$ cat src/rtl/mem_word_sequencer.sv
// mem_word_sequencer
// Turns one 32-bit word request (read or write) into a run of byte accesses on
// a byte-wide memory with a level-sensitive write enable. Bytes are little-endian
// at consecutive addresses that wrap modulo 2^ADDR_W. Writes go through a
// setup / strobe / hold cycle per byte, so mem_A and mem_WD are never moved on
// an edge where mem_WE is high before or after that edge.
// Every output is driven by a flop.
module mem_word_sequencer #(
    parameter int ADDR_W = 8,
    parameter int NBYTES = 4
) (
    input  logic                clock,
    input  logic                reset,
    input  logic                start,
    input  logic                wr,
    input  logic [ADDR_W-1:0]   addr,
    input  logic [8*NBYTES-1:0] wdata,
    output logic                busy,
    output logic                done,
    output logic [8*NBYTES-1:0] rdata,
    output logic [ADDR_W-1:0]   mem_A,
    output logic [7:0]          mem_WD,
    output logic                mem_WE,
    input  logic [7:0]          mem_RD
);
    localparam int WORD_W = 8 * NBYTES;
    localparam int K_W    = (NBYTES > 1) ? $clog2(NBYTES) : 1;
    localparam logic [K_W-1:0] K_LAST = K_W'(NBYTES - 1);

    typedef enum logic [2:0] {
        S_IDLE      = 3'd0,
        S_RD_BYTE   = 3'd1,
        S_WR_SETUP  = 3'd2,
        S_WR_STROBE = 3'd3,
        S_WR_HOLD   = 3'd4,
        S_DONE      = 3'd5
    } state_t;

    state_t              state_r;
    state_t              state_nxt_s;
    logic [ADDR_W-1:0]   addr_r;
    logic [ADDR_W-1:0]   addr_nxt_s;
    logic [WORD_W-1:0]   wdata_r;
    logic [WORD_W-1:0]   wdata_nxt_s;
    logic [K_W-1:0]      k_r;
    logic [K_W-1:0]      k_nxt_s;
    logic [K_W-1:0]      k_inc_s;
    logic [ADDR_W-1:0]   next_a_s;
    logic                last_s;
    logic                busy_nxt_s;
    logic                done_nxt_s;
    logic [WORD_W-1:0]   rdata_nxt_s;
    logic [ADDR_W-1:0]   mem_a_nxt_s;
    logic [7:0]          mem_wd_nxt_s;
    logic                mem_we_nxt_s;

    // Byte idx of a word, little-endian (byte 0 = bits [7:0]).
    function automatic logic [7:0] byte_of(input logic [WORD_W-1:0] word,
                                           input logic [K_W-1:0]    idx);
        byte_of = word[{idx, 3'b000} +: 8];
    endfunction

    assign last_s   = (k_r == K_LAST);
    assign k_inc_s  = k_r + K_W'(1'b1);
    assign next_a_s = addr_r + ADDR_W'(k_inc_s);

    // State, latched request and all registered outputs; reset aborts at once.
    always_ff @(posedge clock or posedge reset) begin
        if (reset) begin
            state_r <= S_IDLE;
            addr_r  <= {ADDR_W{1'b0}};
            wdata_r <= {WORD_W{1'b0}};
            k_r     <= {K_W{1'b0}};
            busy    <= 1'b0;
            done    <= 1'b0;
            rdata   <= {WORD_W{1'b0}};
            mem_A   <= {ADDR_W{1'b0}};
            mem_WD  <= 8'h00;
            mem_WE  <= 1'b0;
        end else begin
            state_r <= state_nxt_s;
            addr_r  <= addr_nxt_s;
            wdata_r <= wdata_nxt_s;
            k_r     <= k_nxt_s;
            busy    <= busy_nxt_s;
            done    <= done_nxt_s;
            rdata   <= rdata_nxt_s;
            mem_A   <= mem_a_nxt_s;
            mem_WD  <= mem_wd_nxt_s;
            mem_WE  <= mem_we_nxt_s;
        end
    end

    // Next-state selection: one cycle per read byte, three per written byte.
    always_comb begin
        state_nxt_s = state_r;
        case (state_r)
            S_IDLE: begin
                if (start) begin
                    state_nxt_s = wr ? S_WR_SETUP : S_RD_BYTE;
                end else begin
                    state_nxt_s = S_IDLE;
                end
            end
            S_RD_BYTE: begin
                if (last_s) begin
                    state_nxt_s = S_DONE;
                end else begin
                    state_nxt_s = S_RD_BYTE;
                end
            end
            S_WR_SETUP:  state_nxt_s = S_WR_STROBE;
            S_WR_STROBE: state_nxt_s = S_WR_HOLD;
            S_WR_HOLD: begin
                if (last_s) begin
                    state_nxt_s = S_DONE;
                end else begin
                    state_nxt_s = S_WR_SETUP;
                end
            end
            S_DONE:  state_nxt_s = S_IDLE;
            default: state_nxt_s = S_IDLE;
        endcase
    end

    // Next values of the datapath and output flops for the current state.
    always_comb begin
        addr_nxt_s   = addr_r;
        wdata_nxt_s  = wdata_r;
        k_nxt_s      = k_r;
        rdata_nxt_s  = rdata;
        mem_a_nxt_s  = mem_A;
        mem_wd_nxt_s = mem_WD;
        mem_we_nxt_s = 1'b0;
        case (state_r)
            S_IDLE: begin
                if (start) begin
                    addr_nxt_s  = addr;
                    wdata_nxt_s = wdata;
                    k_nxt_s     = {K_W{1'b0}};
                    mem_a_nxt_s = addr;
                    if (wr) begin
                        mem_wd_nxt_s = wdata[7:0];
                    end else begin
                        mem_wd_nxt_s = mem_WD;
                    end
                end else begin
                    addr_nxt_s = addr_r;
                end
            end
            S_RD_BYTE: begin
                // Memory read data is combinational on mem_A; capture it at the edge.
                rdata_nxt_s[{k_r, 3'b000} +: 8] = mem_RD;
                if (!last_s) begin
                    k_nxt_s     = k_inc_s;
                    mem_a_nxt_s = next_a_s;
                end else begin
                    k_nxt_s = k_r;
                end
            end
            S_WR_SETUP:  mem_we_nxt_s = 1'b1;
            S_WR_STROBE: mem_we_nxt_s = 1'b0;
            S_WR_HOLD: begin
                // WE has been low for a full edge, so address and data may move now.
                if (!last_s) begin
                    k_nxt_s      = k_inc_s;
                    mem_a_nxt_s  = next_a_s;
                    mem_wd_nxt_s = byte_of(wdata_r, k_inc_s);
                end else begin
                    k_nxt_s = k_r;
                end
            end
            S_DONE:  mem_we_nxt_s = 1'b0;
            default: mem_we_nxt_s = 1'b0;
        endcase
        busy_nxt_s = (state_nxt_s != S_IDLE);
        done_nxt_s = (state_nxt_s == S_DONE);
    end

endmodule
$ cat config.mk
export PLATFORM = sky130hd
export DESIGN_NAME = mem_word_sequencer
export DESIGN_NICKNAME = d
export VERILOG_FILES = /design/src/rtl/mem_word_sequencer.sv
export SDC_FILE = /design/constraint.sdc
export NUM_CORES = 1
export LEC_CHECK = 0
export ABC_AREA = 1
export BUFFER_PORTS_ARGS = -buffer_cell sky130_fd_sc_hd__buf_2
export CAP_MARGIN = 20
export CELL_PAD_IN_SITES_DETAIL_PLACEMENT = 2
export CELL_PAD_IN_SITES_GLOBAL_PLACEMENT = 2
export CORE_AREA = 3 3 117 147
export DETAILED_ROUTE_END_ITERATION = 8
export DIE_AREA = 0 0 120 150
export PLACE_DENSITY_LB_ADDON = 0.1
export SKIP_LAST_GASP = 1
export SYNTH_ARGS = -nofsm -noshare
export SYNTH_HDL_FRONTEND = slang
export SYNTH_SLANG_ARGS = --single-unit
$ cat constraint.sdc
create_clock -name clock -period 6.6 [get_ports clock]
set_clock_uncertainty 0.2 [all_clocks]
set_input_delay 0.99 -clock clock [delete_from_list [all_inputs] [get_ports clock]]
set_output_delay 0.99 -clock clock [all_outputs]
set_load 0.05 [all_outputs]
## After elaboration in Yosys (flattened, before gate mapping)

Index checks and enable logic that the tools add are counted.

| storage, ports and cells | value |
|---|---|
| register bits | 96 |
| word-level logic and storage cells | 51 |
| output and inout port bits | 51 |

| cells by class | value |
|---|---|
| $add $sub $neg | 3 |
| eq/ne operators | 10 |
| reductions and logical operators | 8 |
| shift operators | 3 |
| multiplexer cells | 17 |

Operators with widths:

| kind | count |
|---|---|
| 8-bit two-way mux | 5 |
| 32-bit bitwise mux | 1 |
| 8-bit case mux with 2 select lines | 2 |
| 8-bit by 7-bit variable shift with 32-bit output (first input constant) | 1 |
| 32-bit by 6-bit variable part select with 8-bit output | 1 |
| 8-bit by 7-bit variable part select with 32-bit output | 1 |
| 3-bit case mux with 5 select lines | 1 |
| 8-bit by 2-bit adder with 8-bit output | 1 |
| 2-bit two-way mux | 4 |
| 2-bit != test (second input constant) | 4 |
| 5-bit negation with 7-bit output | 1 |
| 3-bit by 2-bit equality test with 1-bit output (second input constant) | 2 |
| 3-bit equality test (second input constant) | 2 |
| 3-bit two-way mux | 2 |
| 2-bit case mux with 2 select lines | 1 |
| 4-bit AND reduction | 1 |
| 2-bit nonzero test | 2 |
| 3-bit by 1-bit equality test with 1-bit output (second input constant) | 1 |
| 3-bit zero test | 1 |
| 3-bit AND reduction | 1 |
| 3-bit nonzero test | 1 |
| 2-bit by 1-bit adder with 2-bit output (second input constant) | 1 |
| 2-bit equality test (second input constant) | 1 |
| 2-bit AND reduction | 1 |
| other kinds (2) | 2 |

## Logic depth before layout (Yosys ltp)

Gate-level depths: netlist of the first run.

| depth | value |
|---|---|
| word-level depth | 4 |
| gate-level depth with buffers | 13 |
| depth with buffers taken out | 10 |

## Least setup slack after synthesis of the first run

No wires, ideal clock.

| path | value |
|---|---|
| kind | reg2reg |
| start point | reg k_r[0] |
| end point | reg mem_A[6] |
| data required time | 6282 ps |
| stages on the path, launching flop included | 13 |
| arrival | 2164 ps |
| setup time | 118 ps |
| setup slack | 4118 ps |
| cells stage by stage | dfrtp_1 > buf_4 > inv_1 > buf_2 > buf_2 > ha_1 > fa_1 > nand3_1 > nor2_1 > nand3_1 > nand3_1 > nand2_1 > nand2_1 |

| between the ends | value |
|---|---|
| cells in the longest elaborated chain, start to end | 4 |
| elaborated cells between the ends (all ways) | 7 |
| those cells by class | add/sub (2); eq/ne (2); mux (2); reduce/logical (1) |

Ends and longest elaborated chain:

| item | RTL line | text |
|---|---|---|
| start: declaration | 45 | `logic [K_W-1:0] k_r;` |
| start signal: assignment | 73 | `k_r <= {K_W{1'b0}};` |
| start signal: assignment | 84 | `k_r <= k_nxt_s;` |
| 2-bit by 1-bit adder with 2-bit output | 64 | `assign k_inc_s = k_r + K_W'(1'b1);` |
| 8-bit by 2-bit adder with 8-bit output | 65 | `assign next_a_s = addr_r + ADDR_W'(k_inc_s);` |
| 8-bit two-way mux | 154, 165 |  |
| 8-bit case mux with 2 select lines | 135 | `case (state_r)` |
| end signal: assignment | 77 | `mem_A <= {ADDR_W{1'b0}};` |
| end signal: assignment | 88 | `mem_A <= mem_a_nxt_s;` |
| end: declaration | 21 | `output logic [ADDR_W-1:0] mem_A,` |

Parallel ways exist; a longest one is shown, timed or not. The select of a mux whose other input is x is not followed.
A chain may end at the register's enable or synchronous reset.

## Worst setup path in the final report of the first run

| path | value |
|---|---|
| start point | reg k_r[0] |
| end point | reg mem_A[4] |

The elaborated chain is that of the path after synthesis.

==> results_dict.tcl, run 1 <==
set metrics [dict create \
    outcome "finished, final reports clean" \
    critPathMaxFanout 32 \
    worst_slew_margin_rel_pct 40.0 \
    cpMostUsedCell "nand2_1" \
    hold_path.class "flop to flop" \
    syn_to_final_growth_pct 21.4 \
    slowest_stage "inv_1" \
    cts_buffers 9 \
    vias 4036 \
    finalPower_mw 3.30 \
    via_per_inst 4.68 \
    rsz0062_at_grt "false" \
    cts_tree "yes" \
    ys_async_sr_fraction_pct 100 \
    path_depth 9 \
    drt_iter0_drc 188 \
    core_mm2 0.0161 \
    endpoint "mem_A[4]$_DFFE_PP0P_" \
    setup_viol 0 \
    avgSynthCellArea_um2 8.29 \
    wirelength_um 14600 \
    ctsHoldBuffers 0 \
    syn-cell-area_mm2 0.00455 \
    critical-path-max-stage-delay_ns 0.73 \
    critPathRequiredTime_ns 6.64 \
    grt_max_degree 58 \
    vdd_drop_max_mv 0.163 \
    clk_pin_slew_worst_paths_ns 0.07 \
    synthTopCellsByArea "dfrtp_1, nand2_1, o21ai_0" \
    grt_use_total_pct 17.3 \
    yosysUniqueCellTypes 26 \
    drt_first_pass_iters 4 \
    ys_seq_elements 96 \
    insertion_delay_ns 0.35 \
    clk_path_buf_depth 2 \
    syn-num-nets 609 \
    drc 0 \
    fillers 1886 \
    critPathLaunch "k_r[0]$_DFFE_PP0P_" \
    antenna_found_initial 0 \
    timing.final.crit_share_pct 46.7 \
    power_density_mw_per_mm2 597 \
    synth-edff-count 0 \
    timing.final.hold_violations 0 \
    rows 52 \
    crit_family "adder cells" \
    cts.htree.levels 3 \
    cts_setup_buffers 0 \
    pin_count 103 \
    critPathCaptureType "flop" \
    p_leak_nw 2.89 \
    criticalPathCategory "flop to flop" \
    yosys.area.top_type_share_pct 52.8 \
    synth_top_flop_cell "dfrtp_1" \
    ys_warn_count 0 \
    cts_sinks 96 \
    grt_pass1_wl_um 24500 \
    slew_violations 0 \
    fmaxAchievable_mhz 325 \
    setup_tns_ns 0 \
    synthDominantAreaCellType "dfrtp_1" \
    ant_nets 0 \
    yosys-top-cells-count "nand2_1, dfrtp_1, o21ai_0" \
    cap_violations 0 \
    nets 702 \
    io_buffers 102 \
    cts_resized 0 \
    r2r_end "mem_A[4]$_DFFE_PP0P_" \
    reg2reg_slack_ns 3.52 \
    dp.final_hpwl_um 10700 \
    path_buf_inv 1 \
    cp.arrival_ns 3.12 \
    die_y_um 150 \
    wl_per_cell_um 17.0 \
    reg2reg_depth 9 \
    initial_utilization_pct 28.3 \
    reg2reg_from "k_r[0]$_DFFE_PP0P_" \
    fin_crit_ns 3.08 \
    synth.most_common_cell "nand2_1" \
    grt_pass1_vias 4523 \
    grt_remaining_overflow 0 \
    crit_path_cell_trace "inv_1 > ha_1 > fa_1 > nand3_1 > nand2_1 > nand2_1 > o21ai_0 > nand2_1 > nand2_1" \
    syn_inst 549 \
    synth-seq-area-share_pct 52.8 \
    n_antenna_cell 0 \
    final_cells 862 \
    drive_gt1_share_pct 22.1 \
    dieArea_mm2 0.0180 \
    root_buffer "clkbuf_16" \
    gp_congestion 0.752 \
    worst_pin_slew_ns 0.899 \
    die_x_um 120 \
    critPathLaunchType "flop" \
    dp.cells 847 \
]
==> metal layers <==
metal	part of all wire, %	GRT usage (%)	vias to the layer above
met5	0	0	-
met4	1.4	5.33	0
met3	3.3	3.10	18
met2	53	30.8	75
met1	42	21.3	2008
li1	-	-	1935
==> metrics by stage <==
stage          setup slack [ns]  hold slack, ns  instance area (um^2)  util, %
2_1_floorplan              2.90           0.244                  4550        -
3_3_place_gp               3.71           0.261                  5220     32.5
3_5_place_dp               3.51           0.262                  5220     32.5
4_1_cts                    3.49           0.287                  5530     34.4
5_1_grt                    3.25           0.325                  5530     34.4
6_report                   3.52           0.282                  5530     34.4
==> layout make-up <==
class                           count  area, um^2  share of cell area [%]
Inverter                           52         203                    3.67
Clock buffer                       13         270                    4.89
Clock inverter                      2        37.5                   0.679
Sequential cell                    96        2400                    43.5
Tap cell                          216         270                    4.89
Timing Repair Buffer              103         518                    9.37
Multi-Input combinational cell    380        1830                    33.0
==> layout by cell type (no fill, tap or decap), types with 6 or more instances in the layout <==
master | synthesis | layout
buf_2 | 8 | 102
o21ai_0 | 55 | 55
inv_1 | 46 | 45
a21oi_1 | 17 | 17
dfrtp_1 | 96 | 96
nand3_1 | 47 | 47
nor2_2 | 6 | 6
nand2_1 | 183 | 183
nor2_1 | 33 | 33
o211ai_1 | 11 | 11
ha_1 | 7 | 7
clkbuf_16 | 0 | 9
nand2_4 | 6 | 6
==> report_power, final <==
part	leakage, nW	total (mW)	switching (mW)	internal, mW
registers	1.20	1.04	0.170	0.867
clock network	0.148	0.550	0.227	0.323
logic	1.55	1.71	1.30	0.415
==> worst min-delay path, stage by stage (launching register included) <==
cell	delay, ns
dfrtp_1	0.35
nand2_1	0.05
nand2_1	0.05
==> state kept, by name, summed over array words and instances (netlist names) <==
signal,flops
mem_WE,1
wdata_r,32
busy,1
k_r,2
mem_WD,8
done,1
state_r,3
addr_r,8
mem_A,8
rdata,32
==> kinds of logic after synthesis <==
group,after synthesis,share of synthesized area [%]
simple gates,284,27.4
xor+xnor,1,0.193
flops,96,52.8
buf+inv,73,7.09
fa+ha+maj,8,2.36
compound gates,87,10.2
==> worst min path at each step <==
stage                            startpoint                      end  slack [ns]  depth (start not counted)
global route        wdata_r[23]$_DFFE_PP0P_  wdata_r[23]$_DFFE_PP0P_        0.32                          2
finish              wdata_r[29]$_DFFE_PP0P_  wdata_r[29]$_DFFE_PP0P_        0.28                          2
floorplan           wdata_r[16]$_DFFE_PP0P_  wdata_r[16]$_DFFE_PP0P_        0.24                          2
CTS                    mem_A[5]$_DFFE_PP0P_     mem_A[5]$_DFFE_PP0P_        0.29                          2
global placement       mem_A[7]$_DFFE_PP0P_     mem_A[7]$_DFFE_PP0P_        0.26                          2
detailed placement    mem_WD[7]$_DFFE_PP0P_    mem_WD[7]$_DFFE_PP0P_        0.26                          2
Note: power is estimated with default switching activity, not from simulation.
==> inputs of run 2 (changes only) <==
==> constraint.sdc (replaced) <==
create_clock -name clock -period 2.9 [get_ports clock]
set_clock_uncertainty 0.2 [all_clocks]
set_input_delay 0.435 -clock clock [delete_from_list [all_inputs] [get_ports clock]]
set_output_delay 0.435 -clock clock [all_outputs]
set_load 0.05 [all_outputs]
==> run 2 against run 1 <==
Register-to-register slack got worse by 2.9 ns. Power increased by 130%. Critical endpoint is now rdata[15]$_DFFE_PP0P_. Non-clock buffer count up 6. Via count barely moved. Sequential power up 130%. Critical path depth fell by 3. Die area did not move. Fmax rose by 34%. Largest power group unchanged. Flip-flop and latch count unchanged. Global-route usage fell by 0.74 points. Clock-buffer cell count fell by 4. Worst hold slack worse by 0.20 ns.
==> results_dict.tcl, run 2 (synthesis results as in run 1) <==
set metrics [dict create \
    clkPwrFrac_pct 16.2 \
    criticalPathCategory "flop to flop" \
    final_cell_mix "nand2_1, buf_2, dfrtp_1" \
    drive_gt1_share_pct 23.0 \
    setup_tns_ns 0 \
    critical-path-max-stage-delay_ns 0.52 \
    vdd_drop_max_mv 0.455 \
    p_seq_share_pct 31.1 \
    rows 52 \
    hold_path.class "input port to flop" \
    io_buffers 102 \
    ant_nets 0 \
    via_per_inst 4.65 \
    insertion_delay_ns 0.35 \
    syn_to_final_growth_pct 22.8 \
    core_mm2 0.0161 \
    power_switching_mw 3.88 \
    n_antenna_cell 0 \
    grt_use_total_pct 16.6 \
    grt_pass1_vias 4479 \
    vias 4040 \
    root_buffer "clkbuf_16" \
    cts_buffers 9 \
    p_leak_nw 2.92 \
    worst_pin_slew_ns 0.754 \
    combPwrFrac_pct 52.7 \
    timing.final.crit_share_pct 79.1 \
    wl_per_cell_um 16.5 \
    wirelength_um 14300 \
    cts_resized 0 \
    cts.htree.levels 3 \
    grt_remaining_overflow 0 \
    seq_area_mm2 0.00240 \
    top_regs "rdata (32), wdata_r (32)" \
    rsz0062_at_grt "false" \
    grt_max_degree 57 \
    power_density_mw_per_mm2 1340 \
    setup_viol 0 \
    dp.final_hpwl_um 10800 \
    nets 708 \
    initial_utilization_pct 28.3 \
    critPathCaptureType "flop" \
    slowest_stage "nor2_1" \
    pin_count 103 \
    final_common_cell "nand2_1" \
    p_sw_share_pct 51.7 \
    layout_setup_ws_ns 0.607 \
    drt_first_pass_iters 4 \
    timing.final.hold_violations 0 \
    clk_path_buf_depth 2 \
    dpl_worst_slack_ns 0.620 \
    critPathRequiredTime_ns 2.98 \
    p_int_mw 3.63 \
    critPathMaxFanout 15 \
    outcome "finished, final reports clean" \
    critPathLaunchType "flop" \
    cts_tree "yes" \
    die_y_um 150 \
    antenna_found_initial 0 \
    worst_slew_margin_rel_pct 49.6 \
    cp.arrival_ns 2.37 \
    dieArea_mm2 0.0180 \
    slew_violations 0 \
    fillers 1851 \
    clk_pin_slew_worst_paths_ns 0.07 \
    cap_violations 0 \
    drc 0 \
    multi_input_area_mm2 0.00183 \
    path_buf_inv 2 \
    cts_sinks 96 \
    die_x_um 120 \
    drt_iter0_drc 108 \
    crit_family "simple AND/OR/NAND/NOR gates" \
    grt_pass1_wl_um 23300 \
    crit_path_cell_trace "inv_1 > ha_1 > inv_2 > nor2_1 > nand2_1 > a21oi_1" \
    gp_congestion 0.757 \
    fin_crit_ns 2.29 \
    fmaxAchievable_mhz 436 \
]
==> run 2: changes by cell type in the layout (fill, tap and decap cells not counted), sizes merged <==
cell / previous run / this run
clkinvlp: 1 / 4
dlygate4sd3: 0 / 1
clkinv: 0 / 2
clkbuf: 13 / 9
buf: 103 / 108
==> run 2: worst paths after layout <==
path | startpoint | to | slack, ns | cells past startpoint
max in group asynchronous | reset | mem_A[7]$_DFFE_PP0P_ | 1.40 | 4
min in group asynchronous | reset | rdata[2]$_DFFE_PP0P_ | 0.41 | 3
max reg2reg | k_r[1]$_DFFE_PP0P_ | rdata[15]$_DFFE_PP0P_ | 0.61 | 6
max | k_r[1]$_DFFE_PP0P_ | rdata[15]$_DFFE_PP0P_ | 0.61 | 6
min | wdata[17] | wdata_r[17]$_DFFE_PP0P_ | 0.09 | 3
min reg2reg | wdata_r[16]$_DFFE_PP0P_ | wdata_r[16]$_DFFE_PP0P_ | 0.28 | 2
==> run 2: layout make-up <==
cell class	instances	area share, %
Clock buffer	9	4.03
Clock inverter	7	1.28
Inverter	52	3.65
Multi-Input combinational cell	380	32.7
Sequential cell	96	43.0
Tap cell	216	4.84
Timing Repair Buffer	109	10.6
==> run 2: stage by stage <==
step / cells / total power, mW / hold slack (ns) / utilization [%] / area, um^2
finish: 869 / 7.51 / 0.0853 / 34.8 / 5590
global route: 869 / 8.16 / 0.0774 / 34.8 / 5590
CTS: 869 / 7.67 / 0.0710 / 34.8 / 5590
detailed placement: 852 / 6.41 / 0.251 / 32.9 / 5280
global placement: 852 / 6.28 / 0.256 / 32.9 / 5280
floorplan: 549 / 5.31 / 0.244 / - / 4550
==> run 2: power groups by stage <==
stage	clock [mW]	combinational [mW]	sequential (mW)
after global placement	0	3.93	2.35
after CTS	1.26	4.06	2.35
after floorplan	0	1.91	3.40
final	1.22	3.96	2.34
after global routing	1.33	4.41	2.42
after detailed placement	0	4.04	2.37
==> run 2: metal layers <==
| layer | vias up | GRT usage [%] | part of all wire [%] |
|---|---|---|---|
| met5 | - | 0 | 0 |
| met4 | 0 | 6.25 | 1.4 |
| met3 | 12 | 2.50 | 2.7 |
| met2 | 66 | 30.4 | 53 |
| met1 | 2019 | 19.5 | 43 |
| li1 | 1943 | - | - |
==> run 2: tightest hold or removal path, cell delays in order <==
cell     delay (ns)
buf_2          0.07
nand2_1        0.04
nand2_1        0.04
==> run 2: what timing repair did <==
action,in CTS,in global routing
endpoints found under the hold margin,13,0
hold buffers,1,0
setup buffers,0,0
==> inputs of run 3 (changes only) <==
--- a/config.mk
+++ b/config.mk
@@ -5,14 +5,14 @@
 export SDC_FILE = /design/constraint.sdc
 export NUM_CORES = 1
 export LEC_CHECK = 0
-export ABC_AREA = 1
+export ABC_AREA = 0
 export BUFFER_PORTS_ARGS = -buffer_cell sky130_fd_sc_hd__buf_2
 export CAP_MARGIN = 20
 export CELL_PAD_IN_SITES_DETAIL_PLACEMENT = 2
 export CELL_PAD_IN_SITES_GLOBAL_PLACEMENT = 2
-export CORE_AREA = 3 3 117 147
+export CORE_AREA = 3 3 114 144
 export DETAILED_ROUTE_END_ITERATION = 8
-export DIE_AREA = 0 0 120 150
+export DIE_AREA = 0 0 117 147
 export PLACE_DENSITY_LB_ADDON = 0.1
 export SKIP_LAST_GASP = 1
 export SYNTH_ARGS = -nofsm -noshare
==> constraint.sdc (replaced) <==
create_clock -name clock -period 2.14 [get_ports clock]
set_clock_uncertainty 0.2 [all_clocks]
set_input_delay 0.321 -clock clock [delete_from_list [all_inputs] [get_ports clock]]
set_output_delay 0.321 -clock clock [all_outputs]
set_load 0.05 [all_outputs]
==> run 3 against run 2 <==
Via count down 18%. Clock power up 37%. Setup slack worse by 0.56 ns. Non-clock buffer count up 42. Utilization up 3.9 points. Die area down 4.5%. First-iteration DRC count down 22%. Clock-buffer cell count up 3. Global-route usage down 1.4 points. Synthesized area down 4.1%. Highest routed layer unchanged.
==> results_dict.tcl, run 3 <==
set metrics [dict create \
    clk_pin_slew_worst_paths_ns 0.07 \
    worst_slew_margin_rel_pct 62.8 \
    final_cells 698 \
    slew_violations 0 \
    synth_top_flop_cell "dfrtp_1" \
    synthDominantAreaCellType "dfrtp_1" \
    yosys.area.top_type_share_pct 55.0 \
    hold_path.class "input port to flop" \
    wl_per_cell_um 17.9 \
    synth_adder_area_share_pct 2.46 \
    fin_crit_ns 2.09 \
    clk_path_buf_depth 2 \
    outcome "finished, final reports clean" \
    grt_remaining_overflow 0 \
    insertion_delay_ns 0.35 \
    vias 3321 \
    cp.arrival_ns 2.12 \
    criticalPathCategory "flop to flop" \
    timing.final.hold_violations 0 \
    clkPwrFrac_pct 16.0 \
    synth-seq-area-share_pct 55.0 \
    syn-num-nets 424 \
    dieArea_mm2 0.0172 \
    antenna_found_initial 0 \
    via_per_inst 4.76 \
    grt_max_degree 97 \
    ys_seq_elements 96 \
    syn_to_final_growth_pct 33.0 \
    utilization_pct 38.7 \
    critPathRequiredTime_ns 2.17 \
    setup_viol 0 \
    cts_tree "yes" \
    synthTopCellsByArea "dfrtp_1, mux2_2, nand2_1" \
    timing.final.crit_share_pct 97.8 \
    dp.cells 657 \
    layout_setup_ws_ns 0.0474 \
    critPathLaunchType "flop" \
    cts_buffers 9 \
    initial_utilization_pct 29.1 \
    dp.final_hpwl_um 8870 \
    syn_inst 364 \
    wirelength_um 12500 \
    p_int_mw 5.80 \
    synth-edff-count 0 \
    synth-xor-area-share_pct 1.20 \
    power_switching_mw 4.60 \
    syn-cell-area_mm2 0.00437 \
    yosysUniqueCellTypes 40 \
    synth.most_common_cell "dfrtp_1" \
    die_y_um 147 \
    core_mm2 0.0150 \
    fillers 1605 \
    ant_nets 0 \
    drive_gt1_share_pct 40.7 \
    avgSynthCellArea_um2 12.0 \
    fmaxAchievable_mhz 478 \
    ys_async_sr_fraction_pct 100 \
    vdd_drop_max_mv 0.812 \
    drc 0 \
    gp_congestion 0.722 \
    n_antenna_cell 0 \
    final_cell_mix "buf_2, dfrtp_1, nand2_1" \
    top_regs "rdata (32), wdata_r (32)" \
    synth_compound_area_share_pct 8.40 \
    cts_sinks 96 \
    ys_warn_count 0 \
    drt_first_pass_iters 2 \
    p_leak_nw 2.67 \
    grt_use_total_pct 15.2 \
    cap_violations 0 \
    critPathMaxFanout 4 \
    critPathCaptureType "flop" \
    final_common_cell "buf_2" \
    synth_top_family_by_area "multiplexers" \
    root_buffer "clkbuf_16" \
    rows 50 \
    grt_pass1_vias 3675 \
    worst_pin_slew_ns 0.558 \
    die_x_um 117 \
    cts.htree.levels 3 \
    p_seq_share_pct 31.1 \
    yosys.area_share.simple_pct 12.5 \
    synthMuxAreaShare_pct 16.8 \
    dpl_worst_slack_ns 0.0112 \
    rsz0062_at_grt "true" \
    pin_count 103 \
    drt_iter0_drc 84 \
    io_buffers 102 \
    yosys-top-cells-count "dfrtp_1, nand2_1, mux2_2" \
    combPwrFrac_pct 52.9 \
    p_sw_share_pct 44.2 \
    grt_pass1_wl_um 20000 \
    power_density_mw_per_mm2 1790 \
    nets 571 \
]
-- run 3: cell count changes after synthesis, moves of 11 or more --
cell      before  now
nand3_1       47    5
nand2_1      183   76
nor2_1        33   14
a21oi_1       17    3
mux2_2         0   37
o21ai_0       55   29
o211ai_1      11    0
inv_1         46   12
-- run 3: metal layers --
layer	vias up	global-route usage (%)	share of wire [%]
li1	1550	-	-
met1	1690	17.8	41
met2	71	27.3	54
met3	10	3.09	4.0
met4	0	5.16	1.5
met5	-	0	0
-- run 3: layout make-up --
type / count / area (um^2) / share of cell area, %
Tap cell: 182 / 228 / 3.92
Inverter: 12 / 51.3 / 0.884
Clock buffer: 12 / 246 / 4.25
Multi-Input combinational cell: 241 / 1840 / 31.6
Sequential cell: 96 / 2400 / 41.4
Clock inverter: 4 / 53.8 / 0.927
Timing Repair Buffer: 151 / 986 / 17.0
-- run 3: path summary, 6_finish.rpt --
check / from / to / slack, ns / cells past startpoint
min reg2reg: rdata[9]$_DFFE_PP0P_ / rdata[9]$_DFFE_PP0P_ / 0.27 / 2
min: wdata[1] / wdata_r[1]$_DFFE_PP0P_ / 0.02 / 2
max in group asynchronous: reset / wdata_r[8]$_DFFE_PP0P_ / 0.84 / 4
max: k_r[0]$_DFFE_PP0P_ / mem_A[2]$_DFFE_PP0P_ / 0.05 / 6
max reg2reg: k_r[0]$_DFFE_PP0P_ / mem_A[2]$_DFFE_PP0P_ / 0.05 / 6
min in group asynchronous: reset / addr_r[7]$_DFFE_PP0P_ / 0.45 / 4
-- run 3: kinds of logic (layout without fill, tap and decap cells) --
family	count (synthesis)	in the layout
AND/OR/NAND/NOR	115	115
flip-flops	96	96
AO/OA/AOI/OAI	56	56
multiplexers	56	56
buffers and inverters	27	179
adder cells (fa/ha/maj)	8	8
XOR/XNOR	6	6
-- run 3: critical path, cell delays in order, from the launching register on --
cell     delay [ns]
dfrtp_1        0.41
inv_4          0.09
ha_4           0.21
fa_2           0.39
xor2_1         0.16
mux2_4         0.26
mux2_4         0.26
-- run 3: through the flow --
step	total power [mW]	hold slack [ns]	TNS [ns]	cell area [um^2]
floorplan	7.26	0.254	0	4390
CTS	10.5	0.00159	0	5770
global placement	8.56	0.256	0	5240
global route	11.1	0.00515	-0.0142	5800
detailed placement	8.74	0.266	0	5240
finish	10.4	0.0169	0	5800
-- run 3: repair_timing --
| action | 4_1_cts | 5_1_grt |
|---|---|---|
| hold endpoints to repair | 120 | 0 |
| endpoints found under the setup margin | 1 | 13 |
| gates cloned | 0 | 0 |
| resized for setup | 1 | 5 |
| pin swaps | 0 | 1 |
| setup buffers | 0 | 2 |
| hold buffers | 23 | 0 |
-- run 3: power by group through the flow --
| stage | clock network, mW | registers [mW] | logic [mW] |
|---|---|---|---|
| floorplan | 0 | 4.61 | 2.65 |
| global placement | 0 | 3.23 | 5.33 |
| detailed placement | 0 | 3.28 | 5.46 |
| CTS | 1.73 | 3.25 | 5.53 |
| global route | 1.82 | 3.36 | 5.96 |
| finish | 1.67 | 3.23 | 5.50 |
